### src/rtl/riscv_hazard_unit.sv
// Hazard detection and operand forwarding built on a shift-register scoreboard of in-flight writers.
// Optional HAZARD_PERF_EN adds free-running stall/flush event counters.
module riscv_hazard_unit #(
  parameter int unsigned REGW       = 5,
  parameter int unsigned NUM_STAGES = 2,
  parameter int unsigned LOAD_STAGE = 2,
  parameter int unsigned SELW       = $clog2(NUM_STAGES + 1)
) (
  input  logic            clk_i,
  input  logic            rst_i,
  input  logic            dec_valid_i,
  input  logic [REGW-1:0] dec_rs1_i,
  input  logic [REGW-1:0] dec_rs2_i,
  input  logic            dec_rs1_used_i,
  input  logic            dec_rs2_used_i,
  input  logic [REGW-1:0] dec_rd_i,
  input  logic            dec_reg_write_i,
  input  logic            dec_is_load_i,
  input  logic            redirect_i,
  output logic            stall_f_o,
  output logic            stall_d_o,
  output logic            flush_d_o,
  output logic [SELW-1:0] fwd_a_o,
  output logic [SELW-1:0] fwd_b_o
`ifdef HAZARD_PERF_EN
  ,
  output logic [31:0]     stall_cnt_o,
  output logic [31:0]     flush_cnt_o
`endif
);

  logic            sb_valid [1:NUM_STAGES];
  logic [REGW-1:0] sb_rd    [1:NUM_STAGES];
  logic            sb_we    [1:NUM_STAGES];
  logic            sb_load  [1:NUM_STAGES];

  logic            not_ready_a;
  logic            not_ready_b;
  logic            push;

  // Scan oldest to youngest so the youngest matching producer overrides.
  always_comb begin
    fwd_a_o     = '0;
    fwd_b_o     = '0;
    not_ready_a = 1'b0;
    not_ready_b = 1'b0;
    for (int k = int'(NUM_STAGES); k >= 1; k--) begin
      if (sb_valid[k] && sb_we[k] && (sb_rd[k] == dec_rs1_i) && (dec_rs1_i != '0) &&
          dec_rs1_used_i && dec_valid_i) begin
        fwd_a_o     = SELW'(k);
        not_ready_a = sb_load[k] && (k < int'(LOAD_STAGE));
      end
      if (sb_valid[k] && sb_we[k] && (sb_rd[k] == dec_rs2_i) && (dec_rs2_i != '0) &&
          dec_rs2_used_i && dec_valid_i) begin
        fwd_b_o     = SELW'(k);
        not_ready_b = sb_load[k] && (k < int'(LOAD_STAGE));
      end
    end
  end

  // A redirect squashes decode, so it overrides any load-use stall.
  always_comb begin
    flush_d_o = redirect_i;
    stall_d_o = (not_ready_a || not_ready_b) && !redirect_i;
    stall_f_o = stall_d_o;
    push      = dec_valid_i && !stall_d_o && !flush_d_o;
  end

  always_ff @(posedge clk_i) begin
    if (rst_i) begin
      for (int k = 1; k <= int'(NUM_STAGES); k++) begin
        sb_valid[k] <= 1'b0;
        sb_rd[k]    <= '0;
        sb_we[k]    <= 1'b0;
        sb_load[k]  <= 1'b0;
      end
    end else begin
      sb_valid[1] <= push;
      sb_rd[1]    <= dec_rd_i;
      sb_we[1]    <= dec_reg_write_i;
      sb_load[1]  <= dec_is_load_i;
      for (int k = 2; k <= int'(NUM_STAGES); k++) begin
        sb_valid[k] <= sb_valid[k-1];
        sb_rd[k]    <= sb_rd[k-1];
        sb_we[k]    <= sb_we[k-1];
        sb_load[k]  <= sb_load[k-1];
      end
    end
  end

`ifdef HAZARD_PERF_EN
  always_ff @(posedge clk_i) begin
    if (rst_i) begin
      stall_cnt_o <= '0;
      flush_cnt_o <= '0;
    end else begin
      if (stall_d_o) stall_cnt_o <= stall_cnt_o + 32'd1;
      if (flush_d_o) flush_cnt_o <= flush_cnt_o + 32'd1;
    end
  end
`endif

endmodule

### config.mk
export PLATFORM = sky130hd
export DESIGN_NAME = riscv_hazard_unit
export DESIGN_NICKNAME = d
export VERILOG_FILES = /design/src/rtl/riscv_hazard_unit.sv
export SDC_FILE = /design/constraint.sdc
export NUM_CORES = 1
export LEC_CHECK = 0
export CORE_AREA = 2 2 45 47
export CTS_CLUSTER_SIZE = 30
export DETAILED_ROUTE_END_ITERATION = 6
export DIE_AREA = 0 0 47 49
export PLACE_DENSITY = 0.73
export SLEW_MARGIN = 15
export SYNTH_ARGS = -nofsm -noshare
export SYNTH_HDL_FRONTEND = slang
export SYNTH_SLANG_ARGS = --single-unit
### constraint.sdc
create_clock -name clk_i -period 2.4 [get_ports clk_i]
set_input_delay 0.48 -clock clk_i [delete_from_list [all_inputs] [get_ports clk_i]]
set_output_delay 0.48 -clock clk_i [all_outputs]
set_load 0.02 [all_outputs]
---- Yosys cells after proc, flatten, opt, wreduce, memory -nomap -nowiden ----
Memory sizes are Yosys's and may differ from the RTL's.
Index checks and enable logic that the tools add are counted.
Widths: inputs -> output; s select.
word-level totals
  register bits ........................... 0
  latch bits .............................. 0
  bits in writable memories ............... 16
  ROM bits ................................ 0
  input port bits ......................... 23
  output and inout bits ................... 7
  word-level logic and storage cells ...... 59
  memories ................................ 4
memories
  memory    depth  bits a word  read ports  clocked after Yosys merged registers in  write ports  RTL line  text
  sb_rd     2      5            2           0                                        2            33        logic [REGW-1:0] sb_rd [1:NUM_STAGES];
  sb_load   2      1            1           0                                        2            35        logic sb_load [1:NUM_STAGES];
  sb_valid  2      1            2           0                                        2            32        logic sb_valid [1:NUM_STAGES];
  sb_we     2      1            2           0                                        2            34        logic sb_we [1:NUM_STAGES];
operators by class
  add/subtract/negate cells ............... 0
  multipliers ............................. 0
  div/mod/pow operators ................... 0
  magnitude comparators ................... 0
  eq/ne operators ......................... 4
  shift operators ......................... 0
  mux-type cells .......................... 17
  bitwise gates (word level) .............. 8
  reduce and logical (&&, ||, !) cells .... 26
operators with widths
  operator           number
  $logic_and 1x1->1  21
  $eq 5x5->1         4
  $mux 1             11
  $mux 5             2
  $reduce_bool 5->1  2
  $mux 2             4
  $or 1x1->1         8
  $logic_not 1->1    2
  $logic_or 1x1->1   1

---- Logic depth before layout (Yosys ltp) ----
Gate-level depths: netlist (run 1).
  word-level depth ........................ 12
  mapped depth ............................ 6
  depth with buffers taken out ............ 5

---- Least setup slack after synthesis (run 1) ----
Ideal clock, no wire load.
  kind .................................... input-to-output
  from .................................... input port dec_rs2_i[4]
  to ...................................... output port stall_f_o
  arrival time ............................ 2.032 ns
  data required time ...................... 1.920 ns
  setup slack ............................. -0.112 ns
  stages .................................. 6
  path buffers ............................ 1
  cell sequence ........................... xnor2_1 -> nand4_1 -> nor4_2 -> o21ai_2 -> nor2_1 -> buf_4
on the way
  longest elaborated chain between the ends .. 8
  elaborated cells on any way between the ends .. 9
  classes of those cells .................. eq/ne (1); mux (1); reduce/logical (7)
RTL lines
  element                             RTL line  text
  start: declaration                  13        input logic [REGW-1:0] dec_rs2_i,
  $eq 5x5->1                          53        if (sb_valid[k] && sb_we[k] && (sb_rd[k] == dec_rs2_i) && (dec_rs2_i != '0) &&
  $logic_and 1x1->1                   53
  $logic_and 1x1->1 (*) (2 in a row)  53
  $logic_and 1x1->1 (*)               54        dec_rs2_used_i && dec_valid_i) begin
  $mux 1 (*)                          53
  $logic_or 1x1->1 (*)                64        stall_d_o = (not_ready_a || not_ready_b) && !redirect_i;
  $logic_and 1x1->1 (*)               64
  end: declaration                    20        output logic stall_f_o,
Every way passes the cells marked *; elsewhere a longest branch is shown, timed or not.

---- Final worst setup path (run 1) ----
  from .................................... input port dec_rs2_i[2]
  to ...................................... output port stall_f_o
Same word-level chain as after synthesis.

==> metrics.txt, run 1 <==
status completed; number of nets produced by synthesis between 90 and 100; area share of and/or/nand/nor cells after synthesis about a quarter; total CTS buffers 3; Distinct cells, synth 16; count of filler cells inserted in the layout about 180; complex-gate fraction of the synthesized area around 4.7%; clock tree buffer depth 2; clock slew seen by the registers of the worst setup and hold paths around 0.090 ns; maximum clock rate roughly 420 MHz; cell depth of the worst min-delay path 1; clock skew after layout roughly 0.0013 ns; fraction of synthesized cell area in xor and xnor cells 24.3%; remaining max-slew budget at the tightest pin around two thirds; Worst Setup Slack, final between 0.04 and 0.05 ns; CTS tree done; clock insertion delay at the later pin of the skew report 0.27 ns; routed length per placed instance 11.5 microns; peak supply drop between 0.3 and 0.4 mV; Final min period roughly 2.4 ns; Sink Count 15; number of max-cap violations 0; path class of the lowest-slack min-delay path flop to flop; Starting Density 39.1%; net switching share of the total power between 20% and 30%; DRT iter0 DRCs 7; placed standard-cell area around 0.0011 sq mm; post-detail-place hpwl 1330 microns; Max H-tree Level 1; worst setup slack after placement -0.682 ns; post-synthesis average cell area between 10 and 15 sq um; core area between 0.0015 and 0.002 sq mm; maximum number of pins on one net before global-route repair 16; Total Wirelength 1630 microns; largest family of logic cells by synthesized area simple AND/OR/NAND/NOR gates; pwr/cell area roughly 430 mW/mm^2; total I/O pin count 30; Area Growth Syn to Fin 66.1%; Ys Warns 0; final std cell area, no fill 0.00120 sq mm; transition time at the pin with the least slew margin approximately 0.5 ns; unrepaired setup endpoints after global routing no; average vias per placed instance between 4 and 5; sequential area share after synthesis 41.7%; number of diodes 0; residual DRC count 0; total number of vias ~630; Total Die Area ~0.0023 sq mm; wire length of the first global-routing pass about 2800 microns; required time of the worst setup path around 1.9 ns; sequential power share between 50% and 60%; share of the clock period used by the worst path between 90% and 100%; final slew viol count 0; Layout Utilization 65.0%; count of input and output buffers 29; number of cells produced by synthesis between 70 and 80; routability cong. between 0.7 and 0.8; reported net switching power 0.130 mW; vertical extent of the die between 40 and 50 microns; critical path endpoint category output pin; chip width 47 microns; global-route total usage across every layer between 15 and 20%; remaining antenna violation count 0; multiplexer area fraction after synthesis 0%; final net count ~140; WP data arrival ~1.9 ns; Internal Pwr Total around 0.4 mW; antenna violations before repair 0; Root Buffer Master sky130_fd_sc_hd__clkbuf_4; top library cells by usage in the layout, fill and taps aside 15 x sky130_fd_sc_hd__buf_4, 15 x sky130_fd_sc_hd__dfxtp_1, 14 x sky130_fd_sc_hd__nor2b_1; Placement Rows 16; Synth Area in Adders 0%; worst setup path category input pin to output pin; number of hold buffers added after cts 0; number of synthesized register bits 15; summed instance area of the synthesized netlist 721 sq um; final count of hold timing violations 0; via count of the first global-routing pass a little under 700; DRT Pass-1 Iters 4; Crit Path Max Fanout 3; final setup vio count 0; power share of the clock group between 20% and 30%; depth of the worst register-to-register path 5; startpoint types input pin; Static Leak 0.509 nW; share of final-layout standard cells stronger than drive strength 1 around a third; total negative slack 0 ns; total global routing overflow 0; part of the power in combinational logic a little over a fifth
==> final timing paths <==
path / from / to / slack, ns
hold / removal: sb_valid[1] / sb_valid[2] / 0.47
setup / recovery: dec_rs2_i[2] / stall_f_o / 0.04
hold reg to reg: sb_valid[1] / sb_valid[2] / 0.47
setup reg to reg: sb_rd[1][2] / sb_valid[1] / 1.01
==> per-stage QoR <==
step	power (mW)	std cells	hold slack [ns]
2_1_floorplan	0.318	71	0.438
3_3_place_gp	0.383	135	0.449
3_5_place_dp	0.385	135	0.460
4_1_cts	0.526	141	0.471
5_1_grt	0.552	141	0.484
6_report	0.521	141	0.467
==> worst max-delay path, cell delays in order <==
cell and delay (ns):
sky130_fd_sc_hd__clkdlybuf4s15_1 0.19, sky130_fd_sc_hd__or4_4 0.53, sky130_fd_sc_hd__o211ai_4 0.21, sky130_fd_sc_hd__nor4_4 0.09, sky130_fd_sc_hd__o21ai_2 0.18, sky130_fd_sc_hd__nor2_2 0.07
sky130_fd_sc_hd__buf_6 0.13
==> layout make-up <==
class	count	area, sq um	share of cell area, %
repair buffers	42	364	30.4
multi-input cells	53	472	39.4
flip-flops and latches	15	300	25.1
clock buffers	3	22.5	1.88
well taps	27	33.8	2.82
clock inverters	1	5.00	0.418
==> registers in the layout, indices dropped and copies added, names as in the netlist <==
signal	cells
sb_valid	2
sb_load	1
sb_we	2
sb_rd	10
==> logic make-up after synthesis <==
group	count (synthesis)
AND/OR/NAND/NOR	30
XOR/XNOR	20
flip-flops	15
AO/OA/AOI/OAI	3
buffers and inverters	3
==> power by group through the flow <==
| stage | registers, mW | clock network [mW] | logic [mW] |
|---|---|---|---|
| floorplan | 0.273 | 0 | 0.0447 |
| global placement | 0.276 | 0 | 0.107 |
| detailed placement | 0.276 | 0 | 0.109 |
| CTS | 0.271 | 0.142 | 0.114 |
| global route | 0.273 | 0.157 | 0.122 |
| finish | 0.271 | 0.138 | 0.112 |
==> cell usage after synthesis, drive strengths merged <==
library cell	count	area [sq um]
and3	1	6.26
buf	2	15.0
clkbuf	1	3.75
dfxtp	15	300
nand2	1	3.75
nand4	4	25.0
nor2	2	7.51
nor2b	14	87.6
nor3	2	10.0
nor4	4	37.5
o211ai	2	25.0
o21ai	1	8.76
or4	2	15.0
xnor2	10	87.6
xor2	10	87.6
==> routing by layer <==
metal	GRT usage, %	routed length (microns)	vias up
li1	-	-	329
met1	20.9	711	289
met2	27.2	860	16
met3	3.33	57	0
met4	4.17	0	0
met5	0	0	-
==> what timing repair did <==
item	CTS	global route
pin swaps	12	7
resized for setup	47	10
setup endpoints to repair	6	5
setup buffers	2	0
No activity file was read; power rests on OpenSTA's default activity.
==> run 2, diff against run 1 <==
--- a/config.mk
+++ b/config.mk
@@ -5,11 +5,13 @@
 export SDC_FILE = /design/constraint.sdc
 export NUM_CORES = 1
 export LEC_CHECK = 0
+export CAP_MARGIN = 10
 export CORE_AREA = 2 2 45 47
 export CTS_CLUSTER_SIZE = 30
 export DETAILED_ROUTE_END_ITERATION = 6
 export DIE_AREA = 0 0 47 49
 export PLACE_DENSITY = 0.73
+export SETUP_SLACK_MARGIN = 0.05
 export SLEW_MARGIN = 15
 export SYNTH_ARGS = -nofsm -noshare
 export SYNTH_HDL_FRONTEND = slang
==> run 2 against run 1 <==
Against the previous run:
- maximum frequency up 3.0%
- largest power group unchanged
- largest cell class unchanged
- via count up 7.6%
- critical path depth up 1
- count of clock-buffer cells in the layout unchanged
- worst hold slack better by 0.020 ns
- final area up 2.3%
- sequential power about the same
- core utilization up 1.5 points
- non-clock buffer count up 2
- critical path type unchanged
==> metrics.txt, run 2 (synthesis results as in run 1) <==
status completed; CP dominant cell by count sky130_fd_sc_hd__buf_6; Placement Rows 16; DRT iter0 DRCs 18; DRT Pass-1 Iters 4; remaining max-slew budget at the tightest pin between 60% and 70%; global-route layer with the greatest usage met2; global-route met2 utilization approximately 37%; part of the power in combinational logic a little under a quarter; number of hold buffers added after cts 0; clock tree buffer depth 2; met1 GRT Util about a fifth; share of the clock period used by the worst path 95.4%; top library cells by usage in the layout, fill and taps aside 14 x sky130_fd_sc_hd__nor2b_1, 12 x sky130_fd_sc_hd__clkdlybuf4s50_1, 12 x sky130_fd_sc_hd__buf_4; WP data arrival 1.81 ns; clock insertion delay at the later pin of the skew report approximately 0.28 ns; biggest regs sb_rd: 10 flops, sb_valid: 2 flops, sb_we: 2 flops; count of input and output buffers 29; via count of the first global-routing pass 723; average vias per placed instance 4.77; net switching share of the total power about a quarter; path class of the lowest-slack min-delay path flop to flop; number of max-cap violations 0; pwr/cell area roughly 440 mW/mm^2; final slew viol count 0; Area Growth Syn to Fin 70.0%; WP buf/inv 3; number of placed cells counting well taps roughly 140; final net count 140; startpoint types input pin; final count of hold timing violations 0; Starting Density 39.1%; Static Leak between 0.5 and 0.6 nW; Total Wirelength between 1500 and 2000 microns; power share of the clock group a little over a quarter; clock slew seen by the registers of the worst setup and hold paths around 0.09 ns; global-route total usage across every layer about a fifth; final std cell area, no fill approximately 0.0012 sq mm; Final min period between 2 and 2.5 ns; sequential power share a little over 50%; worst setup slack after placement -0.692 ns; peak supply drop around 0.37 mV; number of diodes 0; Root Buffer Master sky130_fd_sc_hd__clkbuf_4; most flop-heavy register sb_rd; total I/O pin count 30; routability cong. just over 0.7; total negative slack 0 ns; chip width between 40 and 50 microns; transition time at the pin with the least slew margin just over 0.5 ns; placed standard-cell area roughly 0.0012 sq mm; total CTS buffers 3; flip-flop count of the largest register, all copies and words added 10; clock skew after layout around 0.0014 ns; critical path endpoint category output pin; area occupied by multi-input gates 482 sq um; total global routing overflow 0; unrepaired setup endpoints after global routing yes; residual DRC count 0; antenna violations before repair 0; CTS tree done; Worst Setup Slack, final about 0.11 ns; Sink Count 15; share of final-layout standard cells stronger than drive strength 1 42.2%; maximum clock rate approximately 440 MHz; standard cell with the maximum stage delay on the critical path sky130_fd_sc_hd__nor4_4; kind of cell with the highest combined delay on the critical path simple AND/OR/NAND/NOR gates; number of standard cells in the final layout excluding fillers roughly 140; leading cell type in the layout, fill and taps excluded sky130_fd_sc_hd__nor2b_1; worst setup path category input pin to output pin; flip-flop and latch area 305 sq um; Layout Utilization between 60% and 70%; Internal Pwr Total about 0.4 mW; routed length per placed instance around 14 microns; core area 0.00184 sq mm; required time of the worst setup path ~1.9 ns; final setup vio count 0; wire length of the first global-routing pass ~3200 microns; grt met3 use around 4.4%; reported net switching power 0.138 mW; post-detail-place hpwl around 1500 microns; count of filler cells inserted in the layout around 170; maximum number of pins on one net before global-route repair 16; Crit Path Max Fanout 3; overall power 0.536 mW; worst slack on hold paths a little under 0.5 ns; Max H-tree Level 1; crit-path cells buf_6, buf_6, xnor2_2, nand4_1, nor4_4, o21ai_2, nor2_2, buf_6; vertical extent of the die a little under 50 microns; total number of vias between 600 and 700; Total Die Area 0.00230 sq mm; remaining antenna violation count 0; maximum single-stage delay on the critical path 0.39 ns
## run 2: layout make-up
cell class | count | area share [%]
clock inverters | 1 | 0.409
multi-input cells | 53 | 39.3
flip-flops and latches | 15 | 24.9
well taps | 27 | 2.76
clock buffers | 3 | 1.84
repair buffers | 44 | 30.7
## run 2: repair_timing
action	4_1_cts	5_1_grt
endpoints found under the setup margin	6	6
buffers inserted	1	0
gates resized for setup	63	18
pin swaps	11	12
endpoints found under the hold margin	0	0
## run 2: power by group through the flow
stage | logic, mW | clock network [mW] | registers, mW
6_report | 0.124 | 0.140 | 0.273
5_1_grt | 0.134 | 0.152 | 0.274
4_1_cts | 0.117 | 0.140 | 0.271
3_5_place_dp | 0.115 | 0 | 0.276
3_3_place_gp | 0.111 | 0 | 0.276
2_1_floorplan | 0.0447 | 0 | 0.273
## run 2: worst paths after layout
kind | start | endpoint | slack [ns] | cells after the start
worst max-delay path | dec_rs2_i[2] | stall_d_o | 0.11 | 8
worst min-delay path | sb_we[1] | sb_we[2] | 0.49 | 1
worst max register to register | sb_rd[1][3] | sb_valid[1] | 0.92 | 5
worst min register to register | sb_we[1] | sb_we[2] | 0.49 | 1
## run 2: worst register-to-register path, stage by stage, from the launching register on
cell,delay [ns]
sky130_fd_sc_hd__dfxtp_2,0.40
sky130_fd_sc_hd__xnor2_2,0.13
sky130_fd_sc_hd__nand4_1,0.17
sky130_fd_sc_hd__nor4_4,0.39
sky130_fd_sc_hd__o21ai_2,0.12
sky130_fd_sc_hd__and3_1,0.17
## run 2: layer usage
metal	up-vias	share of wire [%]
li1	331	-
met1	320	37
met2	31	57
met3	0	6.0
met4	0	0
met5	-	0
==> run 3, diff against run 2 <==
--- a/config.mk
+++ b/config.mk
@@ -16,3 +16,4 @@
 export SYNTH_ARGS = -nofsm -noshare
 export SYNTH_HDL_FRONTEND = slang
 export SYNTH_SLANG_ARGS = --single-unit
+export TNS_END_PERCENT = 10
==> run 3 against run 2 <==
Against the previous run:
- combinational power about the same
- register-to-register slack barely moved
- critical path depth fell by 2
- clock skew unchanged
- non-clock buffer count unchanged
- clock power about the same
- final area increased by 0.31%
- worst hold slack did not move
==> metrics.txt, run 3 (synthesis results as in run 1) <==
status completed; placed standard-cell area between 0.001 and 0.0015 sq mm; Placement Rows 16; crit-path cells dlygate4sd2_1, or4_4, o211ai_4, nor4_4, nor3_1, buf_2; core area about 0.0018 sq mm; Worst Hold Endpoint sb_we[2]; clock insertion delay at the later pin of the skew report approximately 0.28 ns; flip-flop and latch area 305 sq um; transition time at the pin with the least slew margin approximately 0.50 ns; remaining antenna violation count 0; startpoint types input pin; CTS tree done; count of input and output buffers 29; Final min period between 2 and 2.5 ns; pwr/cell area 437 mW/mm^2; worst setup slack after placement -0.692 ns; Sink Count 15; Layout Utilization roughly 67%; most flop-heavy register sb_rd; final net count 140; maximum number of pins on one net before global-route repair 16; leading cell type in the layout, fill and taps excluded sky130_fd_sc_hd__nor2b_1; required time of the worst setup path approximately 1.9 ns; critical path endpoint category output pin; vertical extent of the die 49 microns; final std cell area, no fill between 0.001 and 0.0015 sq mm; Root Buffer Master sky130_fd_sc_hd__clkbuf_4; number of placed cells counting well taps about 140; met1 GRT Util between 20% and 30%; via count of the first global-routing pass 723; global-route layer with the greatest usage met2; total CTS buffers 3; path class of the lowest-slack min-delay path flop to flop; maximum single-stage delay on the critical path 0.45 ns; total number of vias about 700; Area Growth Syn to Fin 70.5%; global-route total usage across every layer roughly a fifth; top library cells by usage in the layout, fill and taps aside 14 x sky130_fd_sc_hd__nor2b_1, 12 x sky130_fd_sc_hd__clkdlybuf4s50_1, 12 x sky130_fd_sc_hd__buf_4; wire length of the first global-routing pass 3170 microns; routed length per placed instance ~14 microns; unrepaired setup endpoints after global routing yes; post-detail-place hpwl 1460 microns; number of standard cells in the final layout excluding fillers between 100 and 150; clock slew seen by the registers of the worst setup and hold paths about 0.090 ns; startpoint of the worst-slack reg-to-reg timing path sb_rd[1][3]; standard cell with the maximum stage delay on the critical path sky130_fd_sc_hd__or4_4; routability cong. around 0.71; final slew viol count 0; remaining max-slew budget at the tightest pin roughly 66%; Static Leak ~0.52 nW; cell depth of the worst min-delay path 1; Total Die Area around 0.0023 sq mm; worst setup path category input pin to output pin; antenna violations before repair 0; chip width about 47 microns; total I/O pin count 30; total global routing overflow 0; Worst Setup Slack, final between 0.1 and 0.15 ns; WP data arrival approximately 1.8 ns; Crit Path Max Fanout 3; Total Wirelength slightly below 2000 microns; global-route met2 utilization between 30% and 40%; clock tree buffer depth 2; maximum clock rate 436 MHz; critical hold path startpoint sb_we[1]; grt met3 use 4.44%; depth of the worst register-to-register path 5; end of the worst register-to-register path sb_valid[1]; DRT iter0 DRCs 18; residual DRC count 0; count of filler cells inserted in the layout ~170; worst slack on hold paths 0.487 ns; share of the clock period used by the worst path a little over nine tenths; number of max-cap violations 0; average vias per placed instance 4.78; area occupied by multi-input gates between 400 and 500 sq um; number of diodes 0; share of final-layout standard cells stronger than drive strength 1 between 40 and 50%; peak supply drop 0.367 mV; Starting Density between 30% and 40%; flip-flop count of the largest register, all copies and words added 10; clock skew after layout ~0.0014 ns; reg-to-reg slack, setup between 0.9 and 1 ns; DRT Pass-1 Iters 4; final count of hold timing violations 0; biggest regs sb_rd: 10 flops, sb_valid: 2 flops, sb_we: 2 flops; Max H-tree Level 1; final setup vio count 0
[run 3: area by class of cell]
class	instances	area share [%]
sequential	15	24.8
timing repair buffer	44	31.0
multi-input combinational	53	39.2
clock buffer	3	1.83
tap	27	2.75
clock inverter	1	0.407
[run 3: what timing repair did]
item / CTS / global route
hold buffers: 0 / 0
endpoints found under the setup margin: 6 / 6
pin swaps: 11 / 10
gates resized for setup: 61 / 18
buffers inserted: 1 / 0
[run 3: metrics by stage]
stage               TNS [ns]  power (mW)
floorplan                  0       0.318
global placement       -3.43       0.387
detailed placement     -3.71       0.391
CTS                        0       0.529
global route               0       0.561
finish                     0       0.537
[run 3: per-layer routing]
| metal | vias up | part of all wire (%) |
|---|---|---|
| met3 | 0 | 6.1 |
| met2 | 31 | 57 |
| li1 | 332 | - |
| met5 | - | 0 |
| met1 | 321 | 37 |
| met4 | 0 | 0 |
[run 3: how the worst max path moves through the flow]
stage	to	start	slack, ns	depth (start not counted)
floorplan	fwd_b_o[1]	dec_rs2_i[1]	0.08	4
finish	fwd_a_o[1]	dec_rs1_i[1]	0.11	6
CTS	fwd_b_o[1]	dec_rs2_i[4]	0.03	6
detailed placement	fwd_b_o[1]	dec_rs2_i[1]	-0.69	6
global placement	fwd_a_o[1]	dec_rs1_i[1]	-0.65	6
global route	stall_f_o	dec_rs2_i[2]	0.01	8
[run 3: critical path: cells and delay by family]
kind,cells,cell delay [ns]
compound gates,1,0.21
buf+inv,2,0.44
simple gates,3,0.70
[run 3: power by group]
group,internal [mW],switching [mW]
sequential,0.261,0.0117
combinational,0.0758,0.0486
clock,0.0617,0.0778
